### config.mk
export PLATFORM = sky130hd
export DESIGN_NAME = alu_wb_stage
export DESIGN_NICKNAME = d
export VERILOG_FILES = /design/src/rtl/alu_pkg.sv /design/src/rtl/wb_skid_buf.sv /design/src/rtl/alu_wb_stage.sv
export SDC_FILE = /design/constraint.sdc
export NUM_CORES = 1
export LEC_CHECK = 0
export CORE_MARGIN = 2
export CORE_UTILIZATION = 55
export CTS_CLUSTER_SIZE = 24
export DETAILED_ROUTE_END_ITERATION = 10
export DONT_BUFFER_PORTS = 1
export PLACE_DENSITY = 0.7
export SYNTH_ARGS = -nofsm -noshare
export SYNTH_HDL_FRONTEND = slang
export SYNTH_SLANG_ARGS = --single-unit
### constraint.sdc
create_clock -name clk -period 2.1 [get_ports clk]
set_input_delay 0.525 -clock clk [delete_from_list [all_inputs] [get_ports clk]]
set_output_delay 0.525 -clock clk [all_outputs]
set_load 0.01 [all_outputs]
### src/rtl/alu_pkg.sv
// Shared definitions for the ALU writeback path: widths, logic function codes,
// legality check and the buffered entry layout.
package alu_pkg;

    localparam int ALU_DATA_W = 32;
    localparam int ALU_REG_AW = 5;

    localparam logic [2:0] LOGIC_AND = 3'b000;
    localparam logic [2:0] LOGIC_XOR = 3'b001;
    localparam logic [2:0] LOGIC_SHL = 3'b010;
    localparam logic [2:0] LOGIC_SHR = 3'b011;
    localparam logic [2:0] LOGIC_SRA = 3'b100;

    typedef struct packed {
        logic [ALU_DATA_W-1:0] result;
        logic [ALU_REG_AW-1:0] rd;
        logic                  wr_en;
        logic                  zero;
        logic                  neg;
        logic                  illegal;
    } entry_t;

    function automatic logic is_legal_func(input logic [2:0] func);
        return func inside {LOGIC_AND, LOGIC_XOR, LOGIC_SHL, LOGIC_SHR, LOGIC_SRA};
    endfunction

endpackage

### src/rtl/wb_skid_buf.sv
// Generic 2-entry (head + skid) valid/ready buffer; 1-cycle latency through the head.
// Backpressure: ready is registered (!skid full), so nothing combinational from out_ready to in_ready.
module wb_skid_buf #(
    parameter int WIDTH = 8
) (
    input  logic             clk,
    input  logic             rst_n,
    input  logic             in_valid,
    output logic             in_ready,
    input  logic [WIDTH-1:0] in_data,
    output logic             out_valid,
    input  logic             out_ready,
    output logic [WIDTH-1:0] out_data,
    output logic             skid_valid,
    output logic [WIDTH-1:0] skid_data
);

    logic accept;
    logic head_load;
    logic skid_valid_next;
    logic ready_q;

    assign accept    = in_valid & ready_q;
    assign head_load = !out_valid | out_ready;
    assign in_ready  = ready_q;

    // Skid only fills when the head cannot take the input; it empties into the head.
    assign skid_valid_next = skid_valid ? !head_load : (accept & !head_load);

    always_ff @(posedge clk) begin
        if (!rst_n) begin
            out_valid  <= 1'b0;
            out_data   <= '0;
            skid_valid <= 1'b0;
            skid_data  <= '0;
            ready_q    <= 1'b0;
        end else begin
            if (head_load) begin
                if (skid_valid) begin
                    out_valid <= 1'b1;
                    out_data  <= skid_data;
                end else if (accept) begin
                    out_valid <= 1'b1;
                    out_data  <= in_data;
                end else begin
                    out_valid <= 1'b0;
                end
            end
            if (accept && !head_load) begin
                skid_data <= in_data;
            end
            skid_valid <= skid_valid_next;
            ready_q    <= !skid_valid_next;
        end
    end

endmodule

### src/rtl/alu_wb_stage.sv
// Execute->writeback stage: tags ALU results, derives flags, squashes illegal/R0 writes, counts illegal ops.
// Latency 1 cycle when head free; 2-entry buffer, in_ready drops only when the skid entry is occupied.
module alu_wb_stage
    import alu_pkg::*;
#(
    parameter int DATA_W = ALU_DATA_W,
    parameter int REG_AW = ALU_REG_AW,
    parameter int CNT_W  = 16
) (
    input  logic              clk,
    input  logic              rst_n,
    input  logic              in_valid,
    output logic              in_ready,
    input  logic [DATA_W-1:0] in_result,
    input  logic [2:0]        in_func,
    input  logic [REG_AW-1:0] in_rd,
    input  logic              in_wr_en,
    output logic              out_valid,
    input  logic              out_ready,
    output logic [DATA_W-1:0] out_result,
    output logic [REG_AW-1:0] out_rd,
    output logic              out_wr_en,
    output logic              out_zero,
    output logic              out_neg,
    output logic              out_illegal,
    output logic              fwd_valid,
    output logic [REG_AW-1:0] fwd_rd,
    output logic [DATA_W-1:0] fwd_data,
    output logic [CNT_W-1:0]  illegal_cnt
);

    entry_t in_ent;
    entry_t head_ent;
    entry_t skid_ent;
    entry_t fwd_ent;
    logic   legal;
    logic   skid_valid;

    always_comb begin
        legal          = is_legal_func(in_func);
        in_ent         = '0;
        in_ent.result  = in_result;
        in_ent.rd      = in_rd;
        in_ent.wr_en   = in_wr_en & legal & (in_rd != '0);
        in_ent.zero    = (in_result == '0);
        in_ent.neg     = in_result[DATA_W-1];
        in_ent.illegal = !legal;
    end

    wb_skid_buf #(
        .WIDTH($bits(entry_t))
    ) u_buf (
        .clk        (clk),
        .rst_n      (rst_n),
        .in_valid   (in_valid),
        .in_ready   (in_ready),
        .in_data    (in_ent),
        .out_valid  (out_valid),
        .out_ready  (out_ready),
        .out_data   (head_ent),
        .skid_valid (skid_valid),
        .skid_data  (skid_ent)
    );

    assign out_result  = head_ent.result;
    assign out_rd      = head_ent.rd;
    assign out_wr_en   = head_ent.wr_en;
    assign out_zero    = head_ent.zero;
    assign out_neg     = head_ent.neg;
    assign out_illegal = head_ent.illegal;

    // Youngest buffered entry is the skid when occupied, otherwise the head.
    assign fwd_ent   = skid_valid ? skid_ent : head_ent;
    assign fwd_valid = (skid_valid | out_valid) & fwd_ent.wr_en;
    assign fwd_rd    = fwd_ent.rd;
    assign fwd_data  = fwd_ent.result;

    always_ff @(posedge clk) begin
        if (!rst_n) begin
            illegal_cnt <= '0;
        end else if (in_valid && in_ready && !legal && (illegal_cnt != '1)) begin
            illegal_cnt <= illegal_cnt + 1'b1;
        end
    end

endmodule
## Word-level counts from Yosys, hierarchy flattened

Index checks and enable logic that the tools add are counted.
W data, S select, Z words.

| storage, ports and cells | value |
|---|---|
| bits of input ports | 45 |
| output and inout bits | 97 |
| flip-flop bits (word level) | 101 |

| operators by class | value |
|---|---|
| muxes and demuxes | 6 |
| equality and inequality tests | 5 |
| $add $sub $neg | 1 |
| reductions and logical operators | 14 |
| bitwise logic cells | 7 |

Operators by type and width:

| kind | number |
|---|---|
| $mux W41 | 3 |
| $logic_not A32 Y1 | 1 |
| $add A16 B1 Y16 const B | 1 |
| $ne A16 B16 Y1 const B | 1 |
| $reduce_bool A5 Y1 | 2 |
| $eq A3 B2 Y1 const B | 2 |
| $and A1 B1 Y1 | 5 |
| $logic_and A1 B1 Y1 | 4 |
| $logic_not A1 Y1 | 4 |
| $eq A3 B1 Y1 const B | 1 |
| $eq A3 B3 Y1 const B | 1 |
| $logic_not A3 Y1 | 1 |
| $mux W1 | 3 |
| $or A1 B1 Y1 | 2 |
| $reduce_and A2 Y1 | 1 |
| $reduce_bool A2 Y1 | 1 |

## Longest topological paths before layout

| logic depth | value |
|---|---|
| word-level depth | 6 |
| gate-level depth with buffers | 6 |

## Modules after synthesis

From an unflattened synthesis, not the netlist that was laid out.

| unflattened totals | value |
|---|---|
| cell total of the unflattened synthesis | 527 |
| area, all modules | 4978.5 µm² |

Modules (own cells, without submodules):

| module | seq. area each (µm²) | area an instance (µm²) | times used | cells an instance |
|---|---|---|---|---|
| wb_skid_buf | 1701.6 | 3617.2 | 1 | 378 |
| alu_wb_stage | 320.3 | 1361.3 | 1 | 149 |

## Least setup slack after synthesis

OpenSTA, ideal clock, no wires.

| timing path | value |
|---|---|
| path type | register -> output |
| start point | register u_buf.skid_valid |
| end point | output port fwd_data[31] |
| arrival time | 1.368 ns |
| path slack | 0.207 ns |
| buffers on the path | 2 |
| cell stages (with the launch flop) | 4 |
| path through | dfxtp_1 > clkbuf_1 > clkbuf_1 > mux2_2 |

| on the way | value |
|---|---|
| longest elaborated chain between the ends | 1 |

RTL lines:

| element | line | RTL |
|---|---|---|
| start, declared | wb_skid_buf.sv:14 | `output logic skid_valid,` |
| start signal, assigned | wb_skid_buf.sv:52 | `skid_valid <= skid_valid_next;` |
| $mux W41 | alu_wb_stage.sv:73 | `assign fwd_ent = skid_valid ? skid_ent : head_ent;` |
| end, declared | alu_wb_stage.sv:28 | `output logic [DATA_W-1:0] fwd_data,` |

No other way between the ends.

## Final worst setup path

| timing path | value |
|---|---|
| start point | register u_buf.skid_valid |
| end point | output port fwd_data[14] |

Same word-level chain as after synthesis.

==> metrics <==
pre-CTS setup slack=0.130 ns; flop and latch count out of synthesis=99; Placer Congestion=0.796; most common cell after layout, fill and taps aside=dfxtp_1; crit share post-route=98.0%; cells after synthesis=between 500 and 600; Initial Utilization=56.1%; Pleak=1.61 nW; Mapped Avg Cell Area=8.73 um^2; Crit. End Element=primary output; min Tclk post-route=between 2 and 2.5 ns; drt first-iter violations=151; Post-DP HPWL=7800 um; GRT Util Overall=24.4%; number of global-route vias before repair=3,576; setup TNS=0 ns; most frequent cells in the layout=dfxtp_1, nand2_1, a21oi_1; core footprint=8090 um^2; largest net degree at the start of global routing=57; Crit Path Category=reg2out; register area share after synthesis=43.7%; Final Util=around 62%; Vias/cell=~6.0; Clock Path Buffers=2; clock root cell=clkbuf_8; area grow syn2layout=10.1%; # clock sinks=99; DR WL/cell=17.7 um; die area=9000 um^2; Die Y=94.9 um; RSZ-0062 raised after global routing=false; antenna violations before repair=0; setup bufs post-CTS=0; clock-pin slew on the worst setup and hold paths=0.10 ns; Final Cell Area=between 4000 and 5000 um^2; ant diodes=0; total power=3.56 mW; leading area contributor after synthesis=dfxtp_1; Die X=94.9 um; first-pass GRT wire length=between 15,000 and 20,000 um; worst min path class=in2reg; DRC Markers=0; worst path arrival time=~1.5 ns; Pre-antenna DRT Iters=4; final wirelength=between 10,000 and 15,000 um; # hold bufs at CTS=0; VDD IR max=380 uV; synth warn=0; Data required, critical path=1.57 ns; CP Max Fanout=35; worst skew pair latency=0.36 ns; # setup viols final=0; nets=561; vias=about 3,800; hold path depth=2; max-cap viol count=0; worst r2r src=illegal_cnt[0]$_SDFFE_PN0P_; Mapped Area=4540 um^2; Synthesized Nets=566; f_max=486 MHz; FF-to-FF End=illegal_cnt[14]$_SDFFE_PN0P_; post-synthesis cell type count=34; Slew @ Worst Pin=between 0.6 and 0.7 ns; CTS tree=built; post-route antenna net violation count=0; H-tree depth=3; Endpoint, Worst Hold=u_buf.skid_data[18]$_SDFFE_PN0P_; top-area cell type share of the netlist area=43.7%; global route overflow=0; Final Skew=~0.012 ns; Worst slew margin=57.9%; Final Max Slew Viols=0; Core Rows=33; Synth area leaders=dfxtp_1, mux2_2, mux2i_1; Fin. Hold Viols=0; Hold Startpoint=in_result[9]; IO Port Bufs=0; placed cells=609; min setup slack post-route=0.0421 ns; pwr dens=713 nW/um^2; Reg2Reg Depth=5; io pins=142; dpl cell area=4790 um^2; Final Instance Count excl. Fillers=625; crit start category=register; flop2flop setup slack=0.17 ns; outcome=finished, final reports clean; layout cell share with drive strength beyond 1=~16%; TritonCTS buffer count=9; final worst hold slack=between 0.2 and 0.3 ns
==> flip-flops by register name (all words and copies together) (netlist names) <==
register	cells
u_buf.out_data	40
u_buf.skid_data	40
illegal_cnt	16
u_buf.in_ready	1
u_buf.out_valid	1
u_buf.skid_valid	1
==> synth_stat cells <==
cell type,count
nor4_2,1
or3b_2,1
nand3_1,5
mux2_2,37
o21a_1,2
o211ai_1,2
nand2_1,91
clkbuf_1,36
and3_1,1
dfxtp_1,99
nor4_1,11
nor3_1,2
mux2i_1,40
o311ai_0,2
a31oi_1,1
or4_1,7
o21ai_0,8
a21oi_1,53
a211oi_1,37
ha_1,1
or3_1,8
nand4b_1,2
and4_1,1
o41ai_1,2
buf_4,1
buf_2,1
buf_1,2
o211a_1,2
o31ai_1,6
o2111ai_2,1
nor2_1,45
nand4_1,5
nand2b_1,4
inv_1,3
==> per-layer routing <==
layer	GRT usage, %	vias up	routed length (um)	part of all wire, %
met2	40.4	114	5100	46
met1	30.5	1786	4910	44
li1	-	1869	-	-
met4	6.40	0	143	1.3
met3	8.30	12	913	8.3
met5	0	-	0	0
==> layout make-up <==
cell class                 instances  area (um^2)
fill                             723         3090
multi-input combinational        378         2410
sequential                        99         1990
timing repair buffer              24          263
tap                              105          131
clock buffer                      10          128
clock inverter                     6         66.3
inverter                           3         11.3
==> power by group <==
part | switching, mW | internal (mW) | total, mW
Sequential | 0.0887 | 1.94 | 2.03
Clock | 0.665 | 0.554 | 1.22
Combinational | 0.180 | 0.133 | 0.312
==> worst max-delay path: stages (launching register included) <==
cell and delay [ns]:
dfxtp_4 0.48, buf_16 0.25, mux2_2 0.41
==> logic make-up after synthesis <==
| group | Yosys count | share of synthesized area (%) |
|---|---|---|
| multiplexers | 77 | 18.0 |
| flip-flops | 99 | 43.7 |
| AND/OR/NAND/NOR | 184 | 18.2 |
| adder cells (fa/ha/maj) | 1 | 0.276 |
| buffers and inverters | 43 | 3.67 |
| AO/OA/AOI/OAI | 116 | 16.2 |
==> worst max-delay path by stage <==
stage,start,end,slack (ns),depth (start not counted)
floorplan,u_buf.skid_valid$_SDFF_PN0_,fwd_data[31],0.21,3
global placement,in_func[1],illegal_cnt[9]$_SDFFE_PN0P_,0.16,4
detailed placement,in_func[1],illegal_cnt[9]$_SDFFE_PN0P_,0.13,4
CTS,u_buf.skid_valid$_SDFF_PN0_,fwd_data[26],0.05,2
global route,u_buf.skid_valid$_SDFF_PN0_,fwd_data[14],0.001,2
finish,u_buf.skid_valid$_SDFF_PN0_,fwd_data[14],0.04,2
==> repair_timing <==
item | in CTS | in global routing
hold endpoints to repair | 0 | 0
gates resized for setup | 0 | 2
setup endpoints to repair | 0 | 2
Power figures use the tool's default switching activity.
